File: src/rtl/vga_plot_arbiter_pkg.sv
// -----------------------------------------------------------------------------
// vga_plot_arbiter_pkg
//   Definitions shared by the plot arbiter and by the pixel producers that
//   feed it (clear-screen, circuit and text drawers).
//   - Pixel field widths for the 160x120, 3-bit colour VGA adapter.
//   - Default visible-area bounds.
//   - Arbiter FSM state encoding.
//   - Pixel record type and an in-range helper.
// -----------------------------------------------------------------------------
package vga_plot_arbiter_pkg;

    // Pixel field widths expected by the VGA adapter.
    localparam int X_W = 8;
    localparam int Y_W = 7;
    localparam int C_W = 3;

    // Default visible area; anything at or beyond these is clipped.
    localparam int X_MAX_DEF = 160;
    localparam int Y_MAX_DEF = 120;

    // Width of the per-grant stall counter.
    localparam int STALL_W = 8;

    // Arbiter states: IDLE holds no grant, OWNED holds exactly one.
    localparam logic ST_IDLE  = 1'b0;
    localparam logic ST_OWNED = 1'b1;

    typedef struct packed {
        logic [X_W-1:0] x;
        logic [Y_W-1:0] y;
        logic [C_W-1:0] colour;
    } pixel_t;

    // True when the pixel lies inside the visible area.
    function automatic logic pixelInRange(input logic [X_W-1:0] x,
                                          input logic [Y_W-1:0] y,
                                          input int xMax,
                                          input int yMax);
        return (int'(x) < xMax) && (int'(y) < yMax);
    endfunction

endpackage

File: src/rtl/vga_plot_arbiter_picker.sv
// -----------------------------------------------------------------------------
// rr_priority_picker
//   Purely combinational round-robin selector. Scans the request vector
//   starting at rrPtr and wrapping around; the first set bit wins.
//   Ports:
//     req       in  N_REQ  request bits, bit i = requester i
//     rrPtr     in  PTR_W  index that has highest priority this round
//     winner    out N_REQ  one-hot winner, all-zero when req is all-zero
//     winnerIdx out PTR_W  binary index of the winner (0 when no request)
// -----------------------------------------------------------------------------
module rr_priority_picker #(
    parameter int N_REQ = 3,
    parameter int PTR_W = 2
) (
    input  logic [N_REQ-1:0] req,
    input  logic [PTR_W-1:0] rrPtr,
    output logic [N_REQ-1:0] winner,
    output logic [PTR_W-1:0] winnerIdx
);

    logic found;
    int   idx;

    always_comb begin
        winner    = '0;
        winnerIdx = '0;
        found     = 1'b0;
        idx       = 0;
        for (int i = 0; i < N_REQ; i++) begin
            // Offset from the pointer, wrapped into 0..N_REQ-1.
            idx = int'(rrPtr) + i;
            if (idx >= N_REQ) begin
                idx = idx - N_REQ;
            end
            if (!found && req[idx]) begin
                found          = 1'b1;
                winner[idx]    = 1'b1;
                winnerIdx      = PTR_W'(idx);
            end
        end
    end

endmodule

File: src/rtl/vga_plot_arbiter.sv
// -----------------------------------------------------------------------------
// vga_plot_arbiter
//   Shares the single VGA adapter write port between several pixel
//   producers. A producer is granted the port for a whole burst, ended by a
//   pixel flagged with last. Grants are handed out round-robin. A producer
//   that holds the grant but stops supplying pixels for TIMEOUT cycles loses
//   it. Pixels outside the visible area are dropped and flagged.
//
//   Ports:
//     clk            in   single clock, rising edge
//     program_reset  in   synchronous active-high reset
//     req            in   N_REQ    pixel-valid per requester
//     last           in   N_REQ    pixel ends the burst, per requester
//     req_x          in   8*N_REQ  packed x coordinates
//     req_y          in   7*N_REQ  packed y coordinates
//     req_colour     in   3*N_REQ  packed colours
//     grant          out  N_REQ    one-hot owner, zero when idle
//     vga_x/y/colour out  8/7/3    registered pixel for the adapter
//     vga_plot       out  1        adapter write strobe, one cycle per pixel
//     busy           out  1        any grant held
//     timeout_err    out  1        sticky: a grant was force-released
//     clip_err       out  1        sticky: an out-of-range pixel was dropped
// -----------------------------------------------------------------------------
module vga_plot_arbiter
    import vga_plot_arbiter_pkg::*;
#(
    parameter int N_REQ   = 3,
    parameter int TIMEOUT = 255,
    parameter int X_MAX   = X_MAX_DEF,
    parameter int Y_MAX   = Y_MAX_DEF
) (
    input  logic                 clk,
    input  logic                 program_reset,
    input  logic [N_REQ-1:0]     req,
    input  logic [N_REQ-1:0]     last,
    input  logic [X_W*N_REQ-1:0] req_x,
    input  logic [Y_W*N_REQ-1:0] req_y,
    input  logic [C_W*N_REQ-1:0] req_colour,
    output logic [N_REQ-1:0]     grant,
    output logic [X_W-1:0]       vga_x,
    output logic [Y_W-1:0]       vga_y,
    output logic [C_W-1:0]       vga_colour,
    output logic                 vga_plot,
    output logic                 busy,
    output logic                 timeout_err,
    output logic                 clip_err
);

    localparam int PTR_W = (N_REQ > 1) ? $clog2(N_REQ) : 1;

    logic               state;
    logic [PTR_W-1:0]   rrPtr;
    logic [PTR_W-1:0]   grantIdx;
    logic [STALL_W-1:0] stallCnt;

    logic [N_REQ-1:0]   pickOneHot;
    logic [PTR_W-1:0]   pickIdx;
    logic [PTR_W-1:0]   rrPtrNext;

    pixel_t             selPix;
    logic               selReq;
    logic               selLast;
    logic               selInRange;
    logic               stallExpired;

    // ------------------------------------------------------------------
    // Winner selection for the next grant.
    // ------------------------------------------------------------------
    rr_priority_picker #(
        .N_REQ (N_REQ),
        .PTR_W (PTR_W)
    ) uPicker (
        .req       (req),
        .rrPtr     (rrPtr),
        .winner    (pickOneHot),
        .winnerIdx (pickIdx)
    );

    // Next round starts just after the winner so it goes to the back.
    assign rrPtrNext = (pickIdx == PTR_W'(N_REQ - 1)) ? '0 : pickIdx + 1'b1;

    // ------------------------------------------------------------------
    // Pixel path from the current owner. Only meaningful while OWNED;
    // requests from everybody else are never looked at here.
    // ------------------------------------------------------------------
    always_comb begin
        selReq        = req[grantIdx];
        selLast       = last[grantIdx];
        selPix.x      = req_x[int'(grantIdx)*X_W +: X_W];
        selPix.y      = req_y[int'(grantIdx)*Y_W +: Y_W];
        selPix.colour = req_colour[int'(grantIdx)*C_W +: C_W];
        selInRange    = pixelInRange(selPix.x, selPix.y, X_MAX, Y_MAX);
    end

    // This stall cycle is the TIMEOUT-th consecutive one: release now.
    assign stallExpired = (stallCnt == STALL_W'(TIMEOUT - 1));

    assign busy = |grant;

    // ------------------------------------------------------------------
    // Arbitration FSM and pixel output register.
    // ------------------------------------------------------------------
    always_ff @(posedge clk) begin
        if (program_reset) begin
            // Reset wins over any pixel presented this cycle, so an
            // interrupted burst never reaches the adapter.
            state       <= ST_IDLE;
            grant       <= '0;
            grantIdx    <= '0;
            rrPtr       <= '0;
            stallCnt    <= '0;
            vga_x       <= '0;
            vga_y       <= '0;
            vga_colour  <= '0;
            vga_plot    <= 1'b0;
            timeout_err <= 1'b0;
            clip_err    <= 1'b0;
        end else begin
            // Strobe is a single-cycle pulse per accepted pixel.
            vga_plot <= 1'b0;

            if (state == ST_IDLE) begin
                if (|req) begin
                    state    <= ST_OWNED;
                    grant    <= pickOneHot;
                    grantIdx <= pickIdx;
                    rrPtr    <= rrPtrNext;
                    stallCnt <= '0;
                end
            end else begin
                if (selReq) begin
                    stallCnt <= '0;
                    if (selInRange) begin
                        vga_x      <= selPix.x;
                        vga_y      <= selPix.y;
                        vga_colour <= selPix.colour;
                        vga_plot   <= 1'b1;
                    end else begin
                        // Dropped, but the burst carries on.
                        clip_err <= 1'b1;
                    end
                    if (selLast) begin
                        // Going through IDLE for one cycle gives every
                        // requester a fair look at the next round.
                        state <= ST_IDLE;
                        grant <= '0;
                    end
                end else if (stallExpired) begin
                    state       <= ST_IDLE;
                    grant       <= '0;
                    stallCnt    <= '0;
                    timeout_err <= 1'b1;
                end else begin
                    stallCnt <= stallCnt + 1'b1;
                end
            end
        end
    end

endmodule

File: config.mk
export PLATFORM = sky130hd
export DESIGN_NAME = vga_plot_arbiter
export DESIGN_NICKNAME = d
export VERILOG_FILES = /design/src/rtl/vga_plot_arbiter_pkg.sv /design/src/rtl/vga_plot_arbiter_picker.sv /design/src/rtl/vga_plot_arbiter.sv
export SDC_FILE = /design/constraint.sdc
export NUM_CORES = 1
export LEC_CHECK = 0
export ABC_CLOCK_PERIOD_IN_PS = 3200
export CORE_AREA = 2 2 50 98
export CTS_BUF_LIST = sky130_fd_sc_hd__clkbuf_8
export DETAILED_ROUTE_END_ITERATION = 10
export DIE_AREA = 0 0 52 100
export DONT_BUFFER_PORTS = 1
export GPL_TIMING_DRIVEN = 1
export SETUP_SLACK_MARGIN = 0.4
export SKIP_CTS_REPAIR_TIMING = 1
export SYNTH_ARGS = -nofsm -noshare
export SYNTH_HDL_FRONTEND = slang
export SYNTH_SLANG_ARGS = --single-unit
File: constraint.sdc
create_clock -name clk -period 3.2 [get_ports clk]
set_input_delay 0.32 -clock clk [delete_from_list [all_inputs] [get_ports clk]]
set_output_delay 0.32 -clock clk [all_outputs]
set_load 0.05 [all_outputs]
==> impl_metrics.yaml, run 1 <==
status:
  status: "completed"
sta:
  tightestPinTransition_ns: 0.729
  fmax_ghz: 0.463
  timing.final.ws_setup_ns: 1.04
  fin_skew_ns: 0.0126
  post-route-min-period_ns: 2.16
  setup_violations: 0
  finalHoldViolCount: 0
  period_share_pct: 67.4
  finalSetupTns_ns: 0
  final_max_slew_viol_count: 0
  hold-worst-slack_ns: 0.0905
  rsz0062_at_grt: "no"
  relSlewSlack_pct: 51.0
grt:
  globalRouteOverflowTotal: 0
  grt_max_degree: 33
  track_usage_pct: 18.5
  grt_pass1_wl_um: 7450
  antenna_found_initial: 0
  grt_pass1_vias: 1572
clocking:
  cts.clk_slew.worst_paths_ns: 0.08
  cts.htree.levels: 2
  insertion_delay_ns: 0.29
  clock-sinks: 37
  cts_tree: "done"
  clockBufferDepth: 2
  cts_root_buffer: "clkbuf_8"
  cts_made_buffers: 5
placement:
  io_buffer_count: 0
  hpwl_um: 3390
  dp_cells: 295
  pre_cts_ws_ns: 1.09
  gp_congestion: 0.827
synthesis:
  synth_cell_types: 42
  seq_area_frac_synth_pct: 34.6
  synth_seq_cells: 37
  postSynthAreaPerCell_um2: 8.46
  syn_area_um2: 2140
  synth_top_area_share_pct: 34.6
  synth.area.top_cells: "dfxtp_1 35%, mux2i_1 19%, nor2_1 6.3%"
  syn_inst: 253
  synth_nets: 321
  yosysWarnings: 0
  synth_top_area_cell: "dfxtp_1"
worst_setup_path:
  worstSetupPathType: "flop to flop"
  cp.required_ns: 3.39
  cpMaxStageDelayCell: "or4b_1"
  critPathMaxFanout: 9
  critPathBufInv: 1
  cpLargestDelayFamily: "simple AND/OR/NAND/NOR gates"
  cp-start-kind: "flop"
  critical_path.max_stage_delay_ns: 0.54
  crit_arrival_ns: 2.35
  crit_chain: "inv_1 -> ha_1 -> or4b_1 -> a21boi_1 -> nand2_1 -> a21boi_0 -> o32ai_1"
  end_kind: "flop"
power_and_ir_drop:
  ir_drop_uv: 430
  p_leak_nw: 0.893
  finalPower_mw: 1.48
  cellPowerDensity_nw_per_um2: 651
die:
  initial_core_util_pct: 47.4
  die_w_um: 52
  coreArea_um2: 4510
  pin_count: 87
  row_count: 35
  die_h_um: 100
  dieArea_um2: 5200
min_path:
  hp-class: "input port to flop"
cells_and_area:
  drive_gt1_share_pct: 5.65
  layout_commonest_cell: "mux2i_1"
  diodes: 0
  area_growth_pct: 6.49
  instances_no_fill: 303
  layout_common_cells: "41 x mux2i_1, 37 x dfxtp_1, 36 x nor2_1, 24 x nand2_1, 17 x o21ai_0"
  finalNetCount: 315
job:
  maxCapViolations: 0
drt:
  drc_errors: 0
  drtAntennaViolNets: 0
  wl_um: 4550
  routedWlPerCell_um: 15.0
  vias: 1718
  firstDrtPassIters: 4
  viasPerCell: 5.67
  drt-initial-drc-count: 39
## routing by layer
metal	up-vias	routed length, um	GRT usage, %
met2	56	2170	30.1
met4	0	72	6.68
met1	778	1960	22.8
met5	-	0	0
li1	879	-	-
met3	5	347	5.36
## final timing paths
| kind | end | cells past startpoint | slack [ns] | from |
|---|---|---|---|---|
| worst max-delay path | grant[1] | 7 | 1.04 | rrPtr[0] |
| worst min-delay path | rrPtr[0] | 1 | 0.09 | program_reset |
| worst max register to register | grant[1] | 7 | 1.04 | rrPtr[0] |
| worst min register to register | rrPtr[0] | 2 | 0.49 | rrPtr[0] |
## cell families (layout without fill, tap and decap cells)
kind of cell	Yosys count	count (layout)	share of synthesized area, %
muxes	41	41	19.2
and+or+nand+nor	90	90	19.3
DFF	37	37	34.6
xor gates and xnor gates	5	5	2.05
adders and majority gates	6	6	3.51
buffers and inverters	22	17	5.44
AOI/OAI and AO/OA	52	52	15.9
## synthesized netlist by cell type, drive strengths merged
library cell and n:
o32ai 1, a21boi 3, a21oi 10, nor2b 3, o21a 2, a32o 1
nand4 3, inv 5, nor2 36, a41oi 1, a211oi 2, nand3 6
nor4 1, and3 1, nand3b 2, or3 1, o2bb2ai 9, o22ai 1
o21ai 19, clkbuf 11, nor3b 1, or2 1, dfxtp 37, o211ai 1
nand2b 4, o21bai 1, or4 1, ha 6, mux2i 41, xor2 3
buf 6, xnor2 2, a311oi 1, or4b 1, nand2 24, nor3 5
## sequential cells by signal, indices dropped and copies added, names as in the netlist
name,count
vga_y,7
grantIdx,2
vga_colour,3
stallCnt,8
timeout_err,1
vga_plot,1
grant,3
rrPtr,2
clip_err,1
vga_x,8
state,1
## power by group
group,switching [mW],internal (mW)
Clock,0.175,0.314
Combinational,0.217,0.148
Sequential,0.129,0.501
Total,0.521,0.963
## stage by stage
stage,util [%],area (um^2)
global placement,47.5,2140
finish,50.5,2280
global route,50.5,2280
CTS,50.5,2280
detailed placement,47.5,2140
floorplan,-,2140
## layout make-up
cell class                      count  area (um^2)
Clock buffer                        5         68.8
Tap cell                           55         68.8
Sequential cell                    37          741
Inverter                            5         18.8
Timing Repair Buffer                4         30.0
Multi-Input combinational cell    194         1280
Fill cell                         445         2230
Clock inverter                      3         68.8
(Power assumes the default switching activity.)
==> run 2: changes to the inputs <==
- ABC_CLOCK_PERIOD_IN_PS: 3200 -> 1700
- PLACE_DENSITY: default -> 0.65
- clock period: 3.2 -> 1.7 ns (I/O delays scaled with it)
==> impl_metrics.yaml, run 2 (same netlist as run 1, synthesis figures left out) <==
sta:
  final_max_slew_viol_count: 0
  fmax_ghz: 0.543
  finalHoldViolCount: 25
  period_share_pct: 108
  relSlewSlack_pct: 64.4
  timing.final.ws_setup_ns: -0.141
  tightestPinTransition_ns: 0.533
  fin_skew_ns: 0.00611
  post-route-min-period_ns: 1.84
  rsz0062_at_grt: "yes"
  setup_violations: 23
  hold-worst-slack_ns: -0.0459
  finalSetupTns_ns: -1.97
die:
  row_count: 35
  die_h_um: 100
  dieArea_um2: 5200
  initial_core_util_pct: 47.4
  coreArea_um2: 4510
  pin_count: 87
  die_w_um: 52
drt:
  wl_um: 5720
  vias: 1980
  drtAntennaViolNets: 0
  firstDrtPassIters: 4
  drc_errors: 0
  viasPerCell: 5.69
  drt-initial-drc-count: 36
  routedWlPerCell_um: 16.4
power_and_ir_drop:
  ir_drop_uv: 880
  p_leak_nw: 1.19
  finalPower_mw: 3.19
  cellPowerDensity_nw_per_um2: 1070
worst_setup_path:
  cp_common_cell: "a21boi_2"
  cp.required_ns: 1.90
  critical_path.max_stage_delay_ns: 0.52
  cp-start-kind: "flop"
  crit_chain: "inv_4 -> ha_4 -> inv_2 -> or4b_4 -> a21boi_2 -> nand2_1 -> a21boi_2 -> o32ai_2"
  critPathMaxFanout: 3
  critPathBufInv: 2
  end_kind: "flop"
  cpMaxStageDelayCell: "or4b_4"
  worstSetupPathType: "flop to flop"
  crit_arrival_ns: 2.04
  cpLargestDelayFamily: "simple AND/OR/NAND/NOR gates"
cells_and_area:
  top_regs: "stallCnt (8), vga_x (8), vga_y (7)"
  fill_cells: 363
  finalNetCount: 360
  multi_input_area_um2: 1530
  layout_common_cells: "37 x mux2i_1, 32 x nor2_1, 32 x dfxtp_1, 30 x buf_4, 22 x nand2_1"
  seq_area_um2: 754
  fin_area_um2: 2990
  fin_util_pct: 66.2
  area_growth_pct: 39.6
  drive_gt1_share_pct: 35.2
  diodes: 0
  layout_commonest_cell: "mux2i_1"
grt:
  grt_pass1_wl_um: 7910
  globalRouteOverflowTotal: 0
  grt_use_met2_pct: 31.5
  grt_pass1_vias: 1726
  track_usage_pct: 19.5
  grtUsageMet3_pct: 5.95
  grt-busiest-layer: "met2"
  use_met1_pct: 24.8
  grt_max_degree: 33
  antenna_found_initial: 0
placement:
  place_area_um2: 2410
  gp_congestion: 0.855
  hpwl_um: 3740
  io_buffer_count: 0
  pre_cts_ws_ns: -0.164
clocking:
  cts_tree: "done"
  clockBufferDepth: 2
  insertion_delay_ns: 0.28
  clock-sinks: 37
  cts_root_buffer: "clkbuf_8"
  cts.htree.levels: 2
  cts_made_buffers: 5
  cts.clk_slew.worst_paths_ns: 0.07
status:
  status: "finished with violations"
  violations: "negative hold slack, negative setup slack"
job:
  maxCapViolations: 0
min_path:
  hp-class: "input port to flop"
-- run 2: cell types whose count changed in the layout (fill, tap and decap cells not counted), moves of 4 or more --
cell	change
buf_6	+14
mux2i_1	-4
o2bb2ai_1	-4
dfxtp_1	-5
nor2_1	-4
buf_4	+26
ha_1	-4
-- run 2: worst register-to-register path: stages (launching register included) --
cell	delay [ns]
dfxtp_4	0.37
inv_4	0.06
ha_4	0.13
inv_2	0.04
or4b_4	0.52
a21boi_2	0.16
nand2_1	0.08
a21boi_2	0.16
o32ai_2	0.25
-- run 2: stage by stage --
stage	hold slack, ns	std cells
final	-0.0459	348
after global routing	-0.0624	348
after floorplan	0.344	253
after global placement	0.243	322
after CTS	-0.0594	330
after detailed placement	0.244	322
-- run 2: path summary, 6_finish.rpt --
path | from | to | slack (ns) | cells after the start
worst max-delay path | rrPtr[1] | grant[1] | -0.14 | 8
worst min-delay path | program_reset | rrPtr[0] | -0.05 | 1
worst max register to register | rrPtr[1] | grant[1] | -0.14 | 8
worst min register to register | vga_y[2] | vga_y[2] | 0.50 | 2
-- run 2: power breakdown --
group          internal [mW]  switching, mW  leakage (nW)  total [mW]
sequential             0.949          0.195         0.303        1.14
clock                  0.472          0.300        0.0626       0.773
combinational          0.635          0.634         0.822        1.27
total                   2.06           1.13          1.19        3.19
-- run 2: area by class of cell --
type | instances | share of cell area [%]
Tap cell | 55 | 2.30
Clock buffer | 6 | 2.76
Sequential cell | 37 | 25.3
Clock inverter | 2 | 1.13
Timing Repair Buffer | 49 | 16.5
Inverter | 5 | 0.796
Multi-Input combinational cell | 194 | 51.3
-- run 2: metal layers --
| layer | share of wire, % | up-vias |
|---|---|---|
| met5 | 0 | - |
| met4 | 1.3 | 0 |
| met3 | 6.7 | 8 |
| met2 | 51 | 62 |
| met1 | 41 | 939 |
| li1 | - | 971 |
==> run 3: changes to the inputs <==
- SLEW_MARGIN: default -> 15
==> results of run 3 <==
Final layout, timing and power as in run 2 (identical DEF).
